`config.mk`:
```
export PLATFORM = sky130hd
export DESIGN_NAME = control_refresco_datos_flat
export DESIGN_NICKNAME = d
export VERILOG_FILES = /design/src/rtl/control_refresco_datos_pkg.sv /design/src/rtl/control_refresco_datos_if.sv /design/src/rtl/control_refresco_datos_detector_vblank.sv /design/src/rtl/control_refresco_datos.sv /design/src/flat_wrapper.sv
export SDC_FILE = /design/constraint.sdc
export NUM_CORES = 1
export LEC_CHECK = 0
export BUFFER_PORTS_ARGS = -buffer_cell sky130_fd_sc_hd__buf_2
export CAP_MARGIN = 25
export CORE_ASPECT_RATIO = 1.75
export CORE_MARGIN = 4
export CORE_UTILIZATION = 45
export DETAILED_ROUTE_END_ITERATION = 16
export PLACE_DENSITY_LB_ADDON = 0.2
export SLEW_MARGIN = 20
export SYNTH_ARGS = -nofsm -noshare
export SYNTH_HDL_FRONTEND = slang
export SYNTH_SLANG_ARGS = --single-unit
```
`constraint.sdc`:
```
create_clock -name clk -period 2.5 [get_ports clk]
set_input_delay 0.375 -clock clk [delete_from_list [all_inputs] [get_ports clk]]
set_output_delay 0.375 -clock clk [all_outputs]
set_load 0.01 [all_outputs]
```
`src/rtl/control_refresco_datos_pkg.sv`:
```
`default_nettype none
// ============================================================================
//  Module      : vga_rtc_pkg
//  Description : Shared constants, byte map and state encoding for the
//                RTC-to-display refresh controller.
//  Revision    : 1.0  initial release
// ============================================================================
package vga_rtc_pkg;

    localparam int N_REG    = 11;
    localparam int ADDR_W   = 4;
    localparam int V_ACTIVE = 480;
    localparam int TIMEOUT  = 15;

    // Byte positions inside the display bank
    localparam int SEG    = 0;
    localparam int MIN    = 1;
    localparam int HORA   = 2;
    localparam int FECHA  = 3;
    localparam int MES    = 4;
    localparam int ANO    = 5;
    localparam int DIASEM = 6;
    localparam int NUMSEM = 7;
    localparam int SEGT   = 8;
    localparam int MINT   = 9;
    localparam int HORAT  = 10;

    typedef logic [2:0] state_t;

    localparam state_t ST_IDLE   = 3'd0;
    localparam state_t ST_REQ    = 3'd1;
    localparam state_t ST_NEXT   = 3'd2;
    localparam state_t ST_COMMIT = 3'd3;
    localparam state_t ST_ABORT  = 3'd4;

    function automatic logic bcd_invalid(input logic [7:0] b);
        return (b[7:4] > 4'd9) || (b[3:0] > 4'd9);
    endfunction

endpackage
`default_nettype wire

```
`src/rtl/control_refresco_datos_if.sv`:
```
`default_nettype none
// ============================================================================
//  Module      : control_refresco_datos_if
//  Description : RTC read port between the refresh controller and the RTC
//                bus controller, including the write-path busy flag.
//  Revision    : 1.0  initial release
// ============================================================================
interface control_refresco_datos_if #(
    parameter int ADDR_W = vga_rtc_pkg::ADDR_W
) ();

    logic              rd_req;
    logic [ADDR_W-1:0] rd_addr;
    logic              rd_ack;
    logic [7:0]        rd_data;
    logic              bus_busy;

    modport master (
        output rd_req,
        output rd_addr,
        input  rd_ack,
        input  rd_data,
        input  bus_busy
    );

    modport slave (
        input  rd_req,
        input  rd_addr,
        output rd_ack,
        output rd_data,
        output bus_busy
    );

endinterface
`default_nettype wire

```
`src/rtl/control_refresco_datos_detector_vblank.sv`:
```
`default_nettype none
// ============================================================================
//  Module      : detector_vblank
//  Description : Detects the first row of vertical blanking against a
//                registered copy of pixely and reports the blanking window.
//  Revision    : 1.0  initial release
// ============================================================================
module detector_vblank #(
    parameter int V_ACTIVE = vga_rtc_pkg::V_ACTIVE
) (
    input  wire logic       clk,
    input  wire logic       rst,
    input  wire logic [9:0] i_pixely,
    output logic            o_vb_start,
    output logic            o_window
);

    localparam logic [9:0] C_V_ACTIVE = 10'(V_ACTIVE);

    logic [9:0] r_pixely_prev;

    always_ff @(posedge clk) begin
        if (rst) begin
            r_pixely_prev <= '0;
        end else begin
            r_pixely_prev <= i_pixely;
        end
    end

    assign o_window   = (i_pixely >= C_V_ACTIVE);
    assign o_vb_start = (r_pixely_prev < C_V_ACTIVE) && o_window;

endmodule
`default_nettype wire

```
`src/rtl/control_refresco_datos.sv`:
```
`default_nettype none
// ============================================================================
//  Module      : control_refresco_datos
//  Description : Captures the RTC time/timer bytes into a shadow bank during
//                vertical blanking and commits them atomically to the display.
//  Revision    : 1.0  initial release
// ============================================================================
module control_refresco_datos #(
    parameter int N_REG    = vga_rtc_pkg::N_REG,
    parameter int ADDR_W   = vga_rtc_pkg::ADDR_W,
    parameter int V_ACTIVE = vga_rtc_pkg::V_ACTIVE,
    parameter int TIMEOUT  = vga_rtc_pkg::TIMEOUT
) (
    input  wire logic                  clk,
    input  wire logic                  reset,
    input  wire logic [9:0]            pixely,
    input  wire logic                  forzar,
    control_refresco_datos_if.master   rd_bus,
    output logic [8*N_REG-1:0]         datos_o,
    output logic                       commit,
    output logic                       bcd_err,
    output logic                       timeout_err,
    output logic                       busy
);

    import vga_rtc_pkg::*;

    localparam int                C_CNT_W   = $clog2(TIMEOUT + 1);
    localparam logic [C_CNT_W-1:0] C_TO_CNT = C_CNT_W'(TIMEOUT);
    localparam logic [ADDR_W-1:0] C_LAST    = ADDR_W'(N_REG - 1);

    state_t               r_state;
    logic [ADDR_W-1:0]    r_idx;
    logic [C_CNT_W-1:0]   r_wait;
    logic                 r_forced;
    logic                 r_bcd_flag;
    logic [8*N_REG-1:0]   r_shadow;
    logic [8*N_REG-1:0]   r_datos;
    logic                 r_commit;
    logic                 r_bcd_err;
    logic                 r_timeout_err;

    logic                 w_vb_start;
    logic                 w_window;
    logic                 w_req;
    logic                 w_hit;
    logic [C_CNT_W-1:0]   w_wait_next;
    logic                 w_timeout;

    detector_vblank #(
        .V_ACTIVE (V_ACTIVE)
    ) u_detector_vblank (
        .clk        (clk),
        .rst        (reset),
        .i_pixely   (pixely),
        .o_vb_start (w_vb_start),
        .o_window   (w_window)
    );

    // The request drops in the same cycle the write path claims the bus.
    assign w_req       = (r_state == ST_REQ) && !rd_bus.bus_busy;
    assign w_hit       = w_req && rd_bus.rd_ack;
    assign w_wait_next = (w_req && (r_wait != C_TO_CNT)) ? r_wait + 1'b1 : r_wait;
    assign w_timeout   = w_req && (w_wait_next == C_TO_CNT);

    always_ff @(posedge clk) begin
        if (reset) begin
            r_state       <= ST_IDLE;
            r_idx         <= '0;
            r_wait        <= '0;
            r_forced      <= 1'b0;
            r_bcd_flag    <= 1'b0;
            r_shadow      <= '0;
            r_datos       <= '0;
            r_commit      <= 1'b0;
            r_bcd_err     <= 1'b0;
            r_timeout_err <= 1'b0;
        end else begin
            r_commit <= 1'b0;
            case (r_state)
                ST_IDLE: begin
                    if (w_vb_start || forzar) begin
                        r_state    <= ST_REQ;
                        r_idx      <= '0;
                        r_wait     <= '0;
                        r_forced   <= forzar;
                        r_bcd_flag <= 1'b0;
                    end
                end
                ST_REQ: begin
                    // An accepted ack wins over a closing window or timeout.
                    if (w_hit) begin
                        for (int k = 0; k < N_REG; k++) begin
                            if (r_idx == ADDR_W'(k)) begin
                                r_shadow[8*k +: 8] <= rd_bus.rd_data;
                            end
                        end
                        if (bcd_invalid(rd_bus.rd_data)) begin
                            r_bcd_flag <= 1'b1;
                        end
                        r_state <= ST_NEXT;
                    end else if (w_timeout) begin
                        r_timeout_err <= 1'b1;
                        r_state       <= ST_ABORT;
                    end else if (!r_forced && !w_window) begin
                        r_state <= ST_ABORT;
                    end else begin
                        r_wait <= w_wait_next;
                    end
                end
                ST_NEXT: begin
                    r_wait <= '0;
                    if (r_idx == C_LAST) begin
                        r_datos       <= r_shadow;
                        r_commit      <= 1'b1;
                        r_bcd_err     <= r_bcd_flag;
                        r_timeout_err <= 1'b0;
                        r_state       <= ST_COMMIT;
                    end else begin
                        r_idx   <= r_idx + 1'b1;
                        r_state <= ST_REQ;
                    end
                end
                ST_COMMIT: begin
                    r_state <= ST_IDLE;
                end
                ST_ABORT: begin
                    r_state <= ST_IDLE;
                end
                default: begin
                    r_state <= ST_IDLE;
                end
            endcase
        end
    end

    assign rd_bus.rd_req  = w_req;
    assign rd_bus.rd_addr = r_idx;
    assign datos_o        = r_datos;
    assign commit         = r_commit;
    assign bcd_err        = r_bcd_err;
    assign timeout_err    = r_timeout_err;
    assign busy           = (r_state != ST_IDLE);

endmodule
`default_nettype wire

```
`src/flat_wrapper.sv`:
```
// flat-port wrapper written by rule: the top's interface ports become plain ports
module control_refresco_datos_flat import vga_rtc_pkg::*;
#(
    parameter int N_REG    = vga_rtc_pkg::N_REG,
    parameter int ADDR_W   = vga_rtc_pkg::ADDR_W,
    parameter int V_ACTIVE = vga_rtc_pkg::V_ACTIVE,
    parameter int TIMEOUT  = vga_rtc_pkg::TIMEOUT
)
  (clk, reset, pixely, forzar, datos_o, commit, bcd_err, timeout_err, busy, rd_bus_rd_req, rd_bus_rd_addr, rd_bus_rd_ack, rd_bus_rd_data, rd_bus_bus_busy);
  control_refresco_datos_if #(.ADDR_W(ADDR_W)) rd_bus_i ();
  input  wire logic clk;
  input  wire logic reset;
  input  wire logic [9:0] pixely;
  input  wire logic forzar;
  output logic [8*N_REG-1:0] datos_o;
  output logic commit;
  output logic bcd_err;
  output logic timeout_err;
  output logic busy;
  output wire logic [$bits(rd_bus_i.rd_req)-1:0] rd_bus_rd_req;
  output wire logic [$bits(rd_bus_i.rd_addr)-1:0] rd_bus_rd_addr;
  input wire logic [$bits(rd_bus_i.rd_ack)-1:0] rd_bus_rd_ack;
  input wire logic [$bits(rd_bus_i.rd_data)-1:0] rd_bus_rd_data;
  input wire logic [$bits(rd_bus_i.bus_busy)-1:0] rd_bus_bus_busy;
  assign rd_bus_rd_req = rd_bus_i.rd_req;
  assign rd_bus_rd_addr = rd_bus_i.rd_addr;
  assign rd_bus_i.rd_ack = rd_bus_rd_ack;
  assign rd_bus_i.rd_data = rd_bus_rd_data;
  assign rd_bus_i.bus_busy = rd_bus_bus_busy;
  control_refresco_datos #(.N_REG(N_REG), .ADDR_W(ADDR_W), .V_ACTIVE(V_ACTIVE), .TIMEOUT(TIMEOUT)) u_core (.clk(clk), .reset(reset), .pixely(pixely), .forzar(forzar), .rd_bus(rd_bus_i), .datos_o(datos_o), .commit(commit), .bcd_err(bcd_err), .timeout_err(timeout_err), .busy(busy));
endmodule
```
==> summary.md, run 1 <==
| Metric | Value |
|---|---|
| Outcome | completed |
| Synth top area share | 0.543 |
| Final wirelength | 17900 um |
| Pwr dens | 735 nW/um^2 |
| Critical Path Fanout Max | 36 |
| DR DRC count | 0 |
| Global-route wire length before repair | between 20000 and 30000 um |
| RSZ-0062 raised after global routing | false |
| DRT iter0 DRCs | approximately 330 |
| Largest net degree at the start of global routing | 80 |
| LEAKAGE | approximately 3.1 nW |
| Clk_skew | 0.00900 ns |
| DR WL/cell | roughly 15 um |
| Syn_nets | around 940 |
| Hold WS | 0.179 ns |
| Die height | between 150 and 200 um |
| # resized after CTS | 0 |
| Crit path from | u_core.r_state[0] |
| Worst slew pin tran | 0.641 ns |
| Max clock buf depth | 2 |
| Die area | 18300 sq um |
| Area grow syn2layout | 18.1% |
| Avg Inst Size Synth | about 8 sq um |
| Final Total Pwr | 6.30 mW |
| Worst hold start | pixely[5] |
| Post-Place Cells | 1157 |
| Post-DP HPWL | 11400 um |
| Top cell type by total area after synthesis | dfxtp_1 |
| Routed vias/inst | 5.26 |
| Diode count | 0 |
| Most used cell, CP | nand2_1 |
| Clock Latency Late Sink | 0.42 ns |
| Finished Layout Cells | 1189 |
| Register area share after synthesis | 0.543 |
| Crit-path cells | or3b_2, nor4_4, buf_12, nand2_1, nand2_1, a21oi_1 |
| CP endpoint kind | flip-flop |
| Max-cap violations | 0 |
| Vias in the first global route | roughly 5900 |
| # fillers | ~1600 |
| Multi-input logic area | 2960 sq um |
| Most frequent cells in the layout | nand2_1, dfxtp_1, a21oi_1, buf_2, nand3_1 |
| Setup TNS | 0 ns |
| Clock root buffer | clkbuf_16 |
| Main synth FF type | dfxtp_1 |
| Synth warn | 0 |
| IO Count | 120 |
| Initial DRT Pass Iterations | 5 |
| I/O Buffers | about 110 |
| Synthesized area | around 7300 sq um |
| H-Tree Depth | 4 |
| Max rail drop VDD | roughly 0.56 mV |
| Min cycle time layout | 2.09 ns |
| CTS tree | done |
| Hold_buf cts | 0 |
| Most common cell after layout, fill and taps aside | nand2_1 |
| Die Width | approximately 100 um |
| Reg2reg start | u_core.r_state[0] |
| Row count | 61 |
| Seq. cell area | around 4000 sq um |
| GRT Total Usage | 0.196 |
| CTS clk-pin slew, worst paths | approximately 0.07 ns |
| #FFs+latches synth | 197 |
| ANT nets after route | 0 |
| Hold Vio Cnt, Final | 0 |
| Crit path kind | flip-flop to flip-flop |
| Cells after Synth | 909 |
| Post-synth EDFFs | 0 |
| CP Buf/Inv Count | 1 |
| Core footprint | 15900 sq um |
| Final Cycle Share | 0.835 |
| Final-report max-slew violation count | 0 |
| Routability cong. | 0.770 |
| Tightest Hold Check Type | input port to flip-flop |
| Setup bufs post-CTS | 0 |
| Gr ovfl total | 0 |
| CP startpoint kind | flip-flop |
| CP required | about 2.8 ns |
| Worst path max stage delay | 0.57 ns |
| Share of cells above drive strength 1 | 0.167 |
| Largest delay share family, worst path | simple AND/OR/NAND/NOR gates |
| Critical path's slowest cell | or3b_2 |
| TritonCTS buffer count | 17 |
| Antenna violations before repair | 0 |
| Ranking of synthesized cells by area | dfxtp_1, nand2_1, a21oi_1 |
| Post-synthesis cell type count | 38 |
| CP arrival | 2.36 ns |
| Relative slew slack | 0.573 |
| Setup-violating endpoint count in the final report | 0 |
| Overall via count from detail_route | around 6300 |
| Async set-reset flop share out of synthesis | 0 |
| Starting Density | 0.457 |
| Clock sinks | between 150 and 200 |
| # nets final | 1015 |
| Max Clock Freq | 479 MHz |
-- layout make-up --
class / count / area share
Inverter: 10 / 0.00438
Tap cell: 189 / 0.0276
Clock inverter: 12 / 0.0223
Multi-Input combinational cell: 630 / 0.345
Timing Repair Buffer: 131 / 0.0894
Sequential cell: 197 / 0.460
Clock buffer: 20 / 0.0521
-- cells by family (layout without fill, tap and decap cells) --
| logic type | count (synthesis) | in the layout | share of synthesized area |
|---|---|---|---|
| xor+xnor | 2 | 2 | 0.00241 |
| compound gates | 207 | 207 | 0.151 |
| flops | 197 | 197 | 0.543 |
| buf+inv | 82 | 173 | 0.0501 |
| fa+ha+maj | 5 | 5 | 0.00861 |
| simple gates | 416 | 416 | 0.245 |
-- per-stage QoR --
| stage | worst slack (ns) | cell area (sq um) | utilization |
|---|---|---|---|
| 3_5_place_dp | 0.453 | 7940 | 0.500 |
| 4_1_cts | 0.414 | 8580 | 0.540 |
| 6_report | 0.413 | 8580 | 0.540 |
| 5_1_grt | 0.303 | 8580 | 0.540 |
| 3_3_place_gp | 0.451 | 7940 | 0.500 |
| 2_1_floorplan | 0.543 | 7260 | - |
-- report_power, final --
part / switching [mW] / leakage, nW / internal (mW) / total, mW
sequential: 0.0107 / 1.59 / 3.15 / 3.16
combinational: 0.163 / 1.25 / 0.0596 / 0.223
clock: 1.19 / 0.302 / 1.73 / 2.92
-- per-layer routing --
layer / track usage / wire, um
met5: 0 / 0
met4: 0.0715 / 442
met3: 0.0424 / 850
met2: 0.344 / 9090
met1: 0.235 / 7530
-- worst paths after layout --
check        slack (ns)                                        end  depth (start not counted)
min                0.18  u_core.u_detector_vblank.r_pixely_prev[5]                          2
min reg2reg        0.45                         u_core.datos_o[58]                          2
max                0.41                         u_core.r_shadow[0]                          6
max reg2reg        0.41                         u_core.r_shadow[0]                          6
-- cell usage after synthesis (2+ instances only) --
library cell,count
a21oi_1,182
inv_1,10
a31oi_1,2
a41o_1,2
dfxtp_1,197
a41oi_1,2
nor3_1,4
nand2b_1,4
clkbuf_1,61
nor4_4,2
nand3_1,89
buf_2,3
nand2_1,288
a211oi_1,4
nand4_1,3
o21ai_0,7
buf_6,7
nor2_1,11
or3_1,2
nor2b_1,7
ha_1,5
-- worst reg2reg max path, cell delays in order (launching register included) --
cell	delay, ns
dfxtp_1	0.40
or3b_2	0.57
nor4_4	0.29
buf_12	0.23
nand2_1	0.23
nand2_1	0.15
a21oi_1	0.07
-- sequential cells by signal, indices dropped and copies added, names as in the netlist --
register and count:
u_core.commit 1, u_core.r_shadow 88, u_core.r_wait 4, u_core.r_state 3, u_core.u_detector_vblank.r_pixely_prev 5, u_core.r_bcd_flag 1
u_core.bcd_err 1, u_core.datos_o 88, u_core.rd_bus.rd_addr 4, u_core.r_forced 1, u_core.timeout_err 1
Note: power is estimated with default switching activity, not from simulation.
==> run 2: changes to the inputs <==
- ABC_AREA: default -> 1
- clock period: 2.5 -> 1.7 ns (I/O delays scaled with it)
==> summary.md, run 2 <==
| Metric | Value |
|---|---|
| Outcome | completed (unchanged) |
| Compound-gate portion of the synthesized area | 0.134 (was 0.151) |
| Max clock buf depth | 2 (unchanged) |
| Worst slew pin tran | 0.569 ns (was 0.641 ns) |
| Clock root buffer | clkbuf_16 (unchanged) |
| Crit-path cells | ha_4, nand3_2, nand4_1, nand2_1, nand2_1, nor2_2, nand2_2, buf_4, nand3_1, nand2_1, nor2_1 (was or3b_2, nor4_4, buf_12, nand2_1, nand2_1, a21oi_1) |
| Top cell type by total area after synthesis | dfxtp_1 (unchanged) |
| Die Width | 104 um (about the same) |
| Core footprint | 16000 sq um (was 15900 sq um) |
| XOR/XNOR Fraction of Synth Area | 0 (was 0.00241) |
| Post-Synth Simple-Gate Area | 0.265 (was 0.245) |
| Crit path kind | flip-flop to flip-flop (unchanged) |
| CP required | 2.05 ns (was 2.77 ns) |
| I/O Buffers | 114 (unchanged) |
| Avg Inst Size Synth | 7.65 sq um (was 7.99 sq um) |
| Largest family of logic cells by synthesized area | simple AND/OR/NAND/NOR gates (unchanged) |
| Utilization after layout | 0.559 (was 0.540) |
| # nets final | 1097 (was 1015) |
| TritonCTS buffer count | 17 (unchanged) |
| R2R depth | 11 (was 6) |
| Max rail drop VDD | 0.639 mV (was 0.564 mV) |
| Most frequent cells in the layout | nor2_1, dfxtp_1, o21ai_0, buf_2, nand2_1 (was nand2_1, dfxtp_1, a21oi_1, buf_2, nand3_1) |
| Final worst slack | 0.101 ns (was 0.413 ns) |
| CTS clk-pin slew, worst paths | 0.07 ns (about the same) |
| ANT nets after route | 0 (unchanged) |
| Post-synth EDFFs | 0 (unchanged) |
| CP startpoint kind | flip-flop (unchanged) |
| #FFs+latches synth | 197 (unchanged) |
| Hold_buf cts | 0 (unchanged) |
| Post-route cell area | 8910 sq um (was 8580 sq um) |
| Diode count | 0 (unchanged) |
| Global-route wire length before repair | 29000 um (was 29400 um) |
| Initial DRT Pass Iterations | 4 (was 5) |
| Worst path max stage delay | 0.35 ns (was 0.57 ns) |
| Pwr dens | 1070 nW/um^2 (was 735 nW/um^2) |
| CTS tree | done (unchanged) |
| Vias in the first global route | 5752 (was 5894) |
| Overall via count from detail_route | 6370 (was 6253) |
| Ranking of synthesized cells by area | dfxtp_1, nor2_1, o21ai_0 (was dfxtp_1, nand2_1, a21oi_1) |
| DR DRC count | 0 (unchanged) |
| DR WL/cell | 14.5 um (was 15.1 um) |
| Synth warn | 0 (unchanged) |
| Share of cells above drive strength 1 | 0.213 (was 0.167) |
| DRT iter0 DRCs | 258 (was 331) |
| Starting Density | 0.458 (was 0.457) |
| Count leader, synth | nor2_1 (was nand2_1) |
| IO Count | 120 (unchanged) |
| Most used cell, CP | nand2_1 (unchanged) |
| Area grow syn2layout | 22.1% (was 18.1%) |
| Placement Cell Area | 8090 sq um (was 7940 sq um) |
| Synthesized area | 7300 sq um (was 7260 sq um) |
| Antenna violations before repair | 0 (unchanged) |
| Relative slew slack | 0.621 (was 0.573) |
| Max Clock Freq | 625 MHz (was 479 MHz) |
| Post-DP HPWL | 11600 um (was 11400 um) |
| Routability cong. | 0.879 (was 0.770) |
| Post-synthesis cell type count | 28 (was 38) |
| Async set-reset flop share out of synthesis | 0 (unchanged) |
| Die height | 176 um (about the same) |
| Max-cap violations | 0 (unchanged) |
| CP arrival | 1.95 ns (was 2.36 ns) |
| LEAKAGE | 4.21 nW (was 3.14 nW) |
| Hold Vio Cnt, Final | 0 (unchanged) |
| Hold Crit Depth | 3 (was 2) |
| Setup-violating endpoint count in the final report | 0 (unchanged) |
| Hold WS | 0.0365 ns (was 0.179 ns) |
| Clock sinks | 197 (unchanged) |
| Final wirelength | 18400 um (was 17900 um) |
| Final-report max-slew violation count | 0 (unchanged) |
| Gr ovfl total | 0 (unchanged) |
| Post-place setup slack | -0.00563 ns (was 0.453 ns) |
| Post-synthesis adder-cell area fraction | 0.00857 (was 0.00861) |
| Syn_nets | 982 (was 937) |
| Routed vias/inst | 5.01 (was 5.26) |
| Clk_skew | 0.0123 ns (was 0.00900 ns) |
| Largest net degree at the start of global routing | 98 (was 80) |
| Register area share after synthesis | 0.540 (was 0.543) |
| Tightest Hold Check Type | input port to flip-flop (unchanged) |
| Synth cell count leaders | nor2_1, dfxtp_1, o21ai_0 (was nand2_1, dfxtp_1, a21oi_1) |
| Most common cell after layout, fill and taps aside | nor2_1 (was nand2_1) |
| Clock Latency Late Sink | 0.43 ns (was 0.42 ns) |
| GRT Total Usage | 0.195 (was 0.196) |
| Synth top area share | 0.540 (was 0.543) |
| Mux cell area share after synthesis | 0 (unchanged) |
| Critical Path Fanout Max | 4 (was 36) |
| Row count | 61 (unchanged) |
| CP endpoint kind | flip-flop (unchanged) |
| Final Cycle Share | 0.940 (was 0.835) |
| Die area | 18400 sq um (was 18300 sq um) |
| Critical path's slowest cell | dfxtp_2 (was or3b_2) |
| H-Tree Depth | 4 (unchanged) |
| Min cycle time layout | 1.60 ns (was 2.09 ns) |
| Main synth FF type | dfxtp_1 (unchanged) |
| Setup TNS | 0 ns (unchanged) |
| Cells after Synth | 954 (was 909) |
run 2: cell count changes in the layout (fill, tap and decap cells not counted), moves of 8 or more:
| cell | delta |
|---|---|
| o21ai_0 | +152 |
| buf_4 | +9 |
| nand2_1 | -243 |
| inv_2 | +8 |
| nand3_4 | +8 |
| nand3_2 | +9 |
| inv_1 | +13 |
| nor2_1 | +364 |
| nand3_1 | -76 |
| o21ai_1 | +22 |
| a21oi_1 | -172 |
run 2: area by class of cell:
type | instances | area, sq um
Clock buffer | 19 | 453
Clock inverter | 13 | 139
Fill cell | 1557 | 7040
Inverter | 40 | 189
Multi-Input combinational cell | 672 | 3100
Sequential cell | 197 | 3950
Tap cell | 189 | 236
Timing Repair Buffer | 141 | 840
run 2: cell families (layout without fill, tap and decap cells):
logic type | after synthesis | count (layout)
simple gates | 467 | 472
fa+ha+maj | 5 | 5
compound gates | 195 | 195
buf+inv | 90 | 213
flops | 197 | 197
run 2: what timing repair did:
action,4_1_cts,5_1_grt
endpoints found under the setup margin,8,157
buffers inserted,1,3
pin swaps,1,5
gates cloned,0,6
gates resized for setup,7,66
run 2: where the power goes:
group          switching, mW  internal (mW)  leakage (nW)  total, mW
clock network           1.85           2.15         0.279       4.00
logic                  0.500          0.274          2.34      0.773
registers             0.0636           4.69          1.59       4.75
total                   2.41           7.11          4.21       9.52
run 2: layer usage:
layer	share of wire	track usage	vias to the layer above
li1	-	-	3296
met3	0.047	0.0432	28
met4	0.020	0.0765	0
met5	0	0	-
met1	0.42	0.234	2918
met2	0.52	0.337	128
run 2: final timing paths:
path                       from                                         to  slack [ns]
max            u_core.r_wait[1]                           u_core.r_wait[0]        0.10
min reg2reg  u_core.timeout_err                         u_core.timeout_err        0.46
max reg2reg    u_core.r_wait[1]                           u_core.r_wait[0]        0.10
min                   pixely[5]  u_core.u_detector_vblank.r_pixely_prev[5]        0.04
run 2: worst max-delay path, delay by kind of cell (launching register included):
family,cells,cell delay [ns]
flip-flops,1,0.35
AND/OR/NAND/NOR,9,0.86
buffers and inverters,1,0.14
adder cells (fa/ha/maj),1,0.17
run 2: stage by stage:
stage | total power [mW] | std cells
floorplan | 5.30 | 954
global placement | 5.52 | 1230
detailed placement | 5.53 | 1230
CTS | 9.51 | 1263
global route | 9.92 | 1271
finish | 9.52 | 1271
